<file path="config.mk">
export PLATFORM = sky130hd
export DESIGN_NAME = mem_arbiter
export DESIGN_NICKNAME = d
export VERILOG_FILES = /design/src/rtl/mem_arbiter.sv
export SDC_FILE = /design/constraint.sdc
export NUM_CORES = 1
export LEC_CHECK = 0
export CELL_PAD_IN_SITES_DETAIL_PLACEMENT = 1
export CELL_PAD_IN_SITES_GLOBAL_PLACEMENT = 1
export CORE_MARGIN = 2
export CORE_UTILIZATION = 21
export CTS_BUF_LIST = sky130_fd_sc_hd__clkbuf_8
export CTS_CLUSTER_SIZE = 12
export DETAILED_ROUTE_END_ITERATION = 10
export PLACE_DENSITY_LB_ADDON = 0.1
export SLEW_MARGIN = 20
export SYNTH_ARGS = -nofsm -noshare
export SYNTH_HDL_FRONTEND = slang
export SYNTH_SLANG_ARGS = --single-unit
</file>
<file path="constraint.sdc">
create_clock -name clk -period 3 [get_ports clk]
set_input_delay 0.45 -clock clk [delete_from_list [all_inputs] [get_ports clk]]
set_output_delay 0.45 -clock clk [all_outputs]
set_load 0.02 [all_outputs]
</file>
<file path="src/rtl/mem_arbiter.sv">
// Shares one external memory port between I-side line refills and D-side line refills/writebacks.
// Each grant is a fixed LINE_WORDS burst, one beat per cycle, round-robin on conflict.
module mem_arbiter #(
    parameter int unsigned LINE_WORDS = 4,
    parameter int unsigned RD_LATENCY = 1
) (
    input  logic        clk,
    input  logic        rst,

    input  logic        i_req,
    input  logic [31:0] i_addr,
    output logic [31:0] i_rdata,
    output logic        i_rvalid,
    output logic        i_done,

    input  logic        d_req,
    input  logic        d_we,
    input  logic [31:0] d_addr,
    input  logic [31:0] d_wdata,
    output logic        d_wready,
    output logic [31:0] d_rdata,
    output logic        d_rvalid,
    output logic        d_done,

    input  logic [31:0] MemData,
    output logic [31:0] MemAddr,
    output logic [31:0] MemWriteData,
    output logic        MemWe
);

    localparam int unsigned BEAT_W = (LINE_WORDS > 1) ? $clog2(LINE_WORDS) : 1;
    localparam int unsigned OFFS_W = $clog2(LINE_WORDS) + 2;
    localparam logic [31:0] OFFS_MASK = 32'((64'd1 << OFFS_W) - 64'd1);
    localparam logic [BEAT_W-1:0] LAST_BEAT = BEAT_W'(LINE_WORDS - 1);

    localparam logic [1:0] ST_IDLE  = 2'd0;
    localparam logic [1:0] ST_BURST = 2'd1;
    localparam logic [1:0] ST_DRAIN = 2'd2;

    localparam logic OWN_I = 1'b0;
    localparam logic OWN_D = 1'b1;

    logic [1:0]        r_state;
    logic              r_owner;
    logic              r_we;
    logic [31:0]       r_base;
    logic [BEAT_W-1:0] r_beat;
    logic              r_last_grant;

    // Return-tracking pipeline: stage RD_LATENCY-1 lines up with MemData for the issued read.
    logic [RD_LATENCY-1:0] r_rv_pipe;
    logic [RD_LATENCY-1:0] r_own_pipe;
    logic [RD_LATENCY-1:0] r_last_pipe;

    logic [1:0]        w_state_nxt;
    logic              w_owner_nxt;
    logic              w_we_nxt;
    logic [31:0]       w_base_nxt;
    logic [BEAT_W-1:0] w_beat_nxt;
    logic              w_last_grant_nxt;

    logic w_grant_any;
    logic w_grant_d;
    logic w_in_burst;
    logic w_last_beat;
    logic w_wr_beat;
    logic w_rd_issue;
    logic w_ret_valid;
    logic w_ret_owner;
    logic w_ret_last;
    logic w_ret_done;

    assign w_grant_any = i_req | d_req;
    // D wins alone, or on a tie when I was the previous grantee.
    assign w_grant_d   = d_req & (~i_req | (r_last_grant == OWN_I));

    assign w_in_burst  = (r_state == ST_BURST);
    assign w_last_beat = (r_beat == LAST_BEAT);
    assign w_wr_beat   = w_in_burst & r_we;
    assign w_rd_issue  = w_in_burst & ~r_we;

    assign w_ret_valid = r_rv_pipe[RD_LATENCY-1];
    assign w_ret_owner = r_own_pipe[RD_LATENCY-1];
    assign w_ret_last  = r_last_pipe[RD_LATENCY-1];
    assign w_ret_done  = w_ret_valid & w_ret_last;

    always_comb begin
        w_state_nxt      = r_state;
        w_owner_nxt      = r_owner;
        w_we_nxt         = r_we;
        w_base_nxt       = r_base;
        w_beat_nxt       = r_beat;
        w_last_grant_nxt = r_last_grant;
        case (r_state)
            ST_IDLE: begin
                if (w_grant_any) begin
                    w_owner_nxt      = w_grant_d ? OWN_D : OWN_I;
                    w_we_nxt         = w_grant_d & d_we;
                    w_base_nxt       = (w_grant_d ? d_addr : i_addr) & ~OFFS_MASK;
                    w_last_grant_nxt = w_owner_nxt;
                    w_beat_nxt       = '0;
                    w_state_nxt      = ST_BURST;
                end
            end
            ST_BURST: begin
                if (w_last_beat) begin
                    w_beat_nxt  = '0;
                    w_state_nxt = r_we ? ST_IDLE : ST_DRAIN;
                end else begin
                    w_beat_nxt = r_beat + BEAT_W'(1);
                end
            end
            ST_DRAIN: begin
                if (w_ret_done) begin
                    w_state_nxt = ST_IDLE;
                end
            end
            default: begin
                w_state_nxt = ST_IDLE;
            end
        endcase
    end

    always_ff @(posedge clk) begin
        if (rst) begin
            r_state      <= ST_IDLE;
            r_owner      <= OWN_I;
            r_we         <= 1'b0;
            r_base       <= '0;
            r_beat       <= '0;
            r_last_grant <= OWN_I;
        end else begin
            r_state      <= w_state_nxt;
            r_owner      <= w_owner_nxt;
            r_we         <= w_we_nxt;
            r_base       <= w_base_nxt;
            r_beat       <= w_beat_nxt;
            r_last_grant <= w_last_grant_nxt;
        end
    end

    // Clearing the pipeline on reset drops any reads still in flight.
    always_ff @(posedge clk) begin
        if (rst) begin
            r_rv_pipe   <= '0;
            r_own_pipe  <= '0;
            r_last_pipe <= '0;
        end else begin
            r_rv_pipe[0]   <= w_rd_issue;
            r_own_pipe[0]  <= r_owner;
            r_last_pipe[0] <= w_last_beat;
            for (int i = 1; i < RD_LATENCY; i++) begin
                r_rv_pipe[i]   <= r_rv_pipe[i-1];
                r_own_pipe[i]  <= r_own_pipe[i-1];
                r_last_pipe[i] <= r_last_pipe[i-1];
            end
        end
    end

    assign MemAddr      = w_in_burst ? (r_base | (32'(r_beat) << 2)) : '0;
    assign MemWe        = w_wr_beat;
    assign MemWriteData = w_wr_beat ? d_wdata : '0;
    assign d_wready     = w_wr_beat;

    assign i_rdata  = MemData;
    assign d_rdata  = MemData;

    assign i_rvalid = w_ret_valid & (w_ret_owner == OWN_I);
    assign i_done   = i_rvalid & w_ret_last;
    assign d_rvalid = w_ret_valid & (w_ret_owner == OWN_D);
    assign d_done   = (w_wr_beat & w_last_beat) | (d_rvalid & w_ret_last);

endmodule
</file>
=== Yosys cells after proc, flatten, opt, wreduce, memory -nomap -nowiden ===
Cells that the tools add are included.

* Register bits after elaboration: 37
* Latch bits: 0
* Bits in writable memories: 0
* Bits in read-only memories: 0
* Input bits: 133
* Word-level logic and storage cells: 50
* Memories: 0

* $add $sub $neg: 1
* $mul: 0
* Divide/modulo/power cells: 0
* $lt $le $gt $ge: 0
* Equal/unequal tests: 6
* Shifts and indexed selects: 0
* Mux-type cells: 12
* Bitwise operators: 18
* Reductions and logical operators: 5

{| class="wikitable"
|+ Operators with widths
! kind !! number
|-
| 2-to-1 mux 32 bit || 3
|-
| bitwise OR 32 x 4 -> 32 bit || 1
|-
| 2-to-1 mux 2 bit || 6
|-
| bitwise AND 1 bit || 10
|-
| one-hot mux 2 bit (3 select lines) || 1
|-
| == test 2 bit, second input constant || 2
|-
| != test 2 bit, second input constant || 2
|-
| NOT 1 bit || 4
|-
| one-hot mux 2 bit (2 select lines) || 1
|-
| AND reduction 2 bit || 2
|-
| bitwise OR 1 bit || 3
|-
| AND reduction 3 bit || 1
|-
| adder 2 x 1 -> 2 bit, second input constant || 1
|-
| == test 2 x 1 -> 1 bit, second input constant || 1
|-
| logical NOT 2 bit || 1
|-
| != test 2 x 1 -> 1 bit, second input constant || 1
|-
| nonzero test 2 bit || 1
|-
| 2-to-1 mux 1 bit || 1
|}

=== Logic depth before layout (Yosys ltp) ===
Gate-level depths: netlist of the first run.

* Depth after elaboration: 4
* Gate-level depth with buffers: 5

=== Worst setup path after synthesis of the first run ===
No wires, ideal clock.

* Path kind: reg2out
* From: reg r_state[1]
* To: out d_done
* Data arrival time: 1.187 ns
* Setup slack: 1.363 ns
* Stages on the path, launching flop included: 4
* Buffers on the path: 0
* Cells stage by stage: dfxtp_1 > nand2b_1 > nor2_1 > a32o_1

* Word-level cells in the longest chain between the ends: 4

{| class="wikitable"
|+ Ends and longest elaborated chain
! item !! RTL line !! text
|-
| start, declared || 43 || <nowiki>logic [1:0] r_state;</nowiki>
|-
| start signal, assigned || 133 || <nowiki>r_state <= w_state_nxt;</nowiki>
|-
| == test 2 x 1 -> 1 bit || 77 || <nowiki>assign w_in_burst = (r_state == ST_BURST);</nowiki>
|-
| bitwise AND 1 bit || 79 || <nowiki>assign w_wr_beat = w_in_burst & r_we;</nowiki>
|-
| named net MemWe || 28 || <nowiki>output logic MemWe</nowiki>
|-
| bitwise AND 1 bit || 171 || <nowiki>assign d_done = (w_wr_beat & w_last_beat) | (d_rvalid & w_ret_last);</nowiki>
|-
| bitwise OR 1 bit || 171 ||
|-
| end, declared || 23 || <nowiki>output logic d_done,</nowiki>
|}

The timed path passes the listed nets, and every way through them passes these cells.

=== Worst setup path in the final report of the first run ===
* From: reg r_state[0]
* To: out MemAddr[14]

* Word-level cells in the longest chain between the ends: 2

{| class="wikitable"
|+ Ends and longest elaborated chain
! item !! RTL line !! text
|-
| == test 2 x 1 -> 1 bit || 77 ||
|-
| 2-to-1 mux 32 bit || 160 || <nowiki>assign MemAddr = w_in_burst ? (r_base | (32'(r_beat) << 2)) : '0;</nowiki>
|-
| end, declared || 26 || <nowiki>output logic [31:0] MemAddr,</nowiki>
|}

Every way passes these cells.

==> results of run 1 <==
-- per-layer routing --
| metal | up-vias | GRT usage | routed length (um) |
|---|---|---|---|
| met4 | 0 | 0.0316 | 89 |
| li1 | 1268 | - | - |
| met2 | 144 | 0.242 | 4720 |
| met1 | 1220 | 0.144 | 3710 |
| met3 | 7 | 0.0547 | 1030 |
| met5 | - | 0 | 0 |
-- worst min-delay path: stages (launching register included) --
cell and delay (ns):
dfxtp_1 0.31, a21oi_1 0.10, a311oi_1 0.05
-- layout make-up --
cell class	count	share of cell area
clock buffers	5	0.0170
inverters	1	0.000925
repair buffers	170	0.418
multi-input cells	211	0.327
clock inverters	1	0.00123
well taps	172	0.0531
flip-flops and latches	37	0.183
-- power breakdown --
group	internal, mW	total [mW]	switching, mW	leakage (nW)
Sequential	0.539	0.564	0.0243	0.306
Clock	0.153	0.329	0.176	0.0399
Combinational	0.252	0.483	0.231	1.24
Total	0.944	1.38	0.431	1.58
-- flip-flops by register name, summed over array words and instances (netlist names) --
| name | count |
|---|---|
| r_we | 1 |
| r_own_pipe | 1 |
| r_last_grant | 1 |
| r_rv_pipe | 1 |
| r_beat | 2 |
| r_state | 2 |
| r_last_pipe | 1 |
| r_base | 28 |
-- through the flow --
step / instance area [um^2] / hold WS [ns] / setup WS [ns] / power (mW)
CTS: 4060 / 0.522 / 0.436 / 1.41
finish: 4060 / 0.514 / 0.489 / 1.38
global route: 4060 / 0.544 / 0.339 / 1.47
floorplan: 2710 / 0.483 / 1.36 / 0.943
global placement: 3980 / 0.502 / 0.781 / 1.06
detailed placement: 3980 / 0.510 / 0.756 / 1.07
-- synth_stat cells --
library cell	number
nor2_2	1
nor3_1	1
a311oi_2	10
clkbuf_1	13
a21oi_1	32
buf_6	1
or2_1	2
a32o_1	1
o32ai_2	1
dfxtp_1	37
o22ai_1	1
nand3b_1	1
ha_1	1
a311oi_1	18
o21ai_0	1
nand2_2	9
conb_1	1
inv_1	1
a21boi_2	1
nand3_1	1
buf_4	74
and3_1	32
o211ai_1	2
nor2_1	4
buf_2	7
nor2b_1	5
and2_1	31
a21bo_1	1
nand2_1	50
buf_8	1
nand2b_1	2
or3_1	1
-- cells by family (layout without fill, tap and decap cells) --
kind of cell             after synthesis  after routing  share of synthesized area
AO/OA/AOI/OAI                         68             68                      0.200
adder cells (fa/ha/maj)                1              1                    0.00462
buffers and inverters                 97            177                      0.247
flip-flops                            37             37                      0.274
other                                  1              2                    0.00138
AND/OR/NAND/NOR                      140            140                      0.273
-- how the worst max path moves through the flow --
stage	slack (ns)	cells after the start	end
floorplan	1.36	3	d_done
global placement	0.78	4	MemAddr[12]
detailed placement	0.76	4	MemAddr[14]
CTS	0.44	4	MemAddr[14]
global route	0.34	4	MemWriteData[19]
finish	0.49	4	MemAddr[14]
==> results.cfg, run 1 <==
[global_route]
antenna_found_initial = 0
grt_use_total = 0.133
grt_pass1_vias = 2789
grt_overflow = 0
grt_pass1_wl_mm = 15.0
grt_max_degree = 41

[drt]
initialDrtViolationCount = 81
route.vias.total = 2639
dr.pass1.iters = 4
routedWlPerCell_um = 16.0
drc = 0
via_per_inst = 4.42
drtAntennaViolNets = 0
routed_wl_mm = 9.54

[timing]
finalSetupViolCount = 0
fin_crit_sh = 0.837
slew_headroom = 0.657
final.setup.tns_ns = 0
drv_slew = 0
fmax_ghz = 0.398
finClkSkew_ns = 0.0102
rsz0062_at_grt = false
tightest_slew_ns = 0.514
finalHoldViolCount = 0
finalCriticalPeriod_ns = 2.51

[power_and_ir_drop]
powerDensity_nw_per_um2 = 339
irDropWorstVdd_mv = 0.145
leakage_nw = 1.58

[placement]
gp_congestion = 0.709
io_buffers = 160
place_hpwl_mm = 7.02
placed_cells = 591

[yosys]
seq_area_frac_synth = 0.274
ys.warnings.count = 0
netlist_instances = 344
netlist_area_um2 = 2710
synth_top_cell_by_area = dfxtp_1
synthTopCellsByArea = dfxtp_1 27%, buf_4 21%, and3_1 7.4%
synth_seq_cells = 37
synth_top_area_share = 0.274
yosysUniqueCellTypes = 32
syn_avg_cell_area_um2 = 7.87

[clock_network]
post_cts_buffers = 0
clkTransAtPathRegs_ns = 0.07
postCtsHoldBufs = 0
cts_sinks = 37
cts_tree = yes
cts_root_buf = clkbuf_8
numCtsBuffers = 5
ctsHtreeMaxLevel = 2
post_cts_resize_count = 0
clkLatencyLatePin_ns = 0.28
clockBufferDepth = 2

[die]
rows = 41
die-area_um2 = 13800
die_w_um = 118
io_pins = 267
initial_utilization = 0.215
core_area_um2 = 12600
die_y_um = 118

[critical_path]
regToRegEndpoint = r_base[17]$_SDFFE_PP0P_
worst_path_max_delay_cell = clkdlybuf4s50_1
path_buf_inv = 2
end_kind = output port
cp.arrival_ns = 2.06
reg2reg_slack_ns = 1.31
path_max_fanout = 40
r2r-start = r_state[1]$_SDFFE_PP0P_
critPathLaunchType = register
cp-startpoint = r_state[0]$_SDFFE_PP0P_
max_stage_delay_ns = 0.63
cp_top_family = buffers and inverters
crit_type = register to output port
r2r_cells = 4
crit_chain = nor2b_4 > buf_4 > and2_1 > clkdlybuf4s50_1
required_ns = 2.55

[finish]
layout_commonest_cell = clkdlybuf4s50_1
antenna_cells = 0
drive_above_1_share = 0.0988
areaGrowthSynthToFinish_pct = 49.8
multiInputGateArea_um2 = 1330
finish.utilization = 0.321
nets = 560
n_fill_cell = 1493
final_cell_mix = 159 x clkdlybuf4s50_1, 50 x nand2_1, 37 x dfxtp_1
seq_area_um2 = 741
stdcell_count = 597

[worst_hold_path]
holdPathEnd = r_base[22]$_SDFFE_PP0P_
hold_depth = 2
hp-start = r_base[22]$_SDFFE_PP0P_
min_path_type = register to register

[status]
status = completed

[flow_run]
cap_violations = 0
Power figures use the tool's default switching activity.
==> inputs of run 2 (changes only) <==
Settings changed: CORE_UTILIZATION 21 to 18.
Clock period 3 ns to 2.1 ns, I/O delays scaled along.
==> run 2 against run 1 <==
  * Sequential cell count is the same
  * Largest cell class unchanged
  * Largest power group unchanged
  * Combinational power grew 41%
  * Clock skew grew 0.0013 ns
  * Worst setup slack lost 0.35 ns
==> results.cfg, run 2 (synthesis gave the netlist of run 1 again) <==
[status]
status = completed

[critical_path]
reg2reg_slack_ns = 0.26
path_max_fanout = 35
required_ns = 1.78
end_kind = output port
path_buf_inv = 2
worst_path_max_delay_cell = dfxtp_1
crit_type = register to output port
r2r_cells = 3
critPathLaunchType = register
regToRegEndpoint = r_base[29]$_SDFFE_PP0P_
r2r-start = r_state[1]$_SDFFE_PP0P_
cp_top_family = buffers and inverters
crit_chain = nor2b_4 > buf_12 > and3_1 > dlygate4sd2_1
max_stage_delay_ns = 0.40
cp.arrival_ns = 1.65

[placement]
io_buffers = 160
placed_cells = 609
gp_congestion = 0.708
place_hpwl_mm = 7.67

[finish]
finish.utilization = 0.281
regMostFlops = r_base
top_regs = r_base (28), r_beat (2), r_state (2)
layout_commonest_cell = clkdlybuf4s50_1
areaGrowthSynthToFinish_pct = 51.5
nets = 566
antenna_cells = 0
stdcell_count = 617
final_cell_mix = 94 x clkdlybuf4s50_1, 65 x dlygate4sd2_1, 50 x nand2_1
drive_above_1_share = 0.113
largest_register_ffs = 28

[clock_network]
ctsHtreeMaxLevel = 2
numCtsBuffers = 5
clkLatencyLatePin_ns = 0.30
cts_tree = yes
postCtsHoldBufs = 0
clkTransAtPathRegs_ns = 0.08
cts_sinks = 37
clockBufferDepth = 2
cts_root_buf = clkbuf_8

[drt]
via_per_inst = 4.33
initialDrtViolationCount = 54
routed_wl_mm = 10.4
drc = 0
route.vias.total = 2673
drtAntennaViolNets = 0
routedWlPerCell_um = 16.8
dr.pass1.iters = 4

[timing]
tightest_slew_ns = 0.949
finalHoldViolCount = 0
finalCriticalPeriod_ns = 1.96
final.setup.tns_ns = 0
drv_slew = 0
fin_crit_sh = 0.936
fmax_ghz = 0.509
finClkSkew_ns = 0.0115
finalSetupViolCount = 0
slew_headroom = 0.366
rsz0062_at_grt = false

[global_route]
grt_pass1_wl_mm = 15.9
grt_pass1_vias = 2922
grt_max_degree = 36
grt_use_total = 0.125
grt_overflow = 0
antenna_found_initial = 0

[power_and_ir_drop]
powerDensity_nw_per_um2 = 527
total_power_mw = 2.16
irDropWorstVdd_mv = 0.266
leakage_nw = 1.94

[die]
rows = 44
initial_utilization = 0.186
die_y_um = 127
core_area_um2 = 14600
die-area_um2 = 16000
die_w_um = 127
io_pins = 267

[worst_hold_path]
hp-start = r_base[6]$_SDFFE_PP0P_
holdPathEnd = r_base[6]$_SDFFE_PP0P_
min_path_type = register to register
hold_depth = 2

[flow_run]
cap_violations = 0
==> run 2: what timing repair did <==
action | CTS | global route
setup buffers | 0 | 0
endpoints found under the setup margin | 65 | 0
resized for setup | 65 | 0
==> run 2: worst max-delay path by stage <==
stage | cells after the start | to | slack (ns) | from
after floorplan | 3 | d_done | 0.60 | r_state[1]$_SDFFE_PP0P_
after global placement | 4 | r_base[12]$_SDFFE_PP0P_ | 0.02 | d_req
final | 4 | MemWriteData[7] | 0.14 | r_state[0]$_SDFFE_PP0P_
after global routing | 4 | MemAddr[13] | 0.01 | r_state[0]$_SDFFE_PP0P_
after detailed placement | 4 | r_base[16]$_SDFFE_PP0P_ | -0.001 | d_req
after CTS | 4 | MemWriteData[11] | 0.10 | r_state[0]$_SDFFE_PP0P_
==> run 2: stage by stage <==
| step | hold WS, ns | instance area [um^2] | worst slack, ns |
|---|---|---|---|
| floorplan | 0.475 | 2710 | 0.598 |
| global placement | 0.503 | 4070 | 0.0153 |
| detailed placement | 0.513 | 4070 | -0.00114 |
| CTS | 0.525 | 4100 | 0.100 |
| global route | 0.539 | 4100 | 0.0140 |
| finish | 0.518 | 4100 | 0.135 |
==> run 2: layer usage <==
| metal | global-route usage | part of all wire | routed length, um |
|---|---|---|---|
| met1 | 0.135 | 0.38 | 3980 |
| met4 | 0.0336 | 0.013 | 137 |
| met2 | 0.230 | 0.51 | 5260 |
| met3 | 0.0447 | 0.096 | 995 |
| met5 | 0 | 0 | 0 |
==> run 2: final cells by class <==
type | instances | area (um^2)
Inverter | 1 | 3.75
Fill cell | 1761 | 10500
Clock buffer | 6 | 82.6
Sequential cell | 37 | 741
Clock inverter | 2 | 33.8
Timing Repair Buffer | 176 | 1690
Tap cell | 184 | 230
Multi-Input combinational cell | 211 | 1330
==> run 2: tightest hold or removal path, delay by kind of cell (launching register included) <==
kind | cells | cell delay, ns
AO/OA/AOI/OAI | 2 | 0.16
flip-flops | 1 | 0.32
==> run 2: power by group <==
| group | internal, mW | switching, mW | total (mW) |
|---|---|---|---|
| clock network | 0.383 | 0.288 | 0.671 |
| logic | 0.347 | 0.336 | 0.683 |
| registers | 0.770 | 0.0358 | 0.806 |
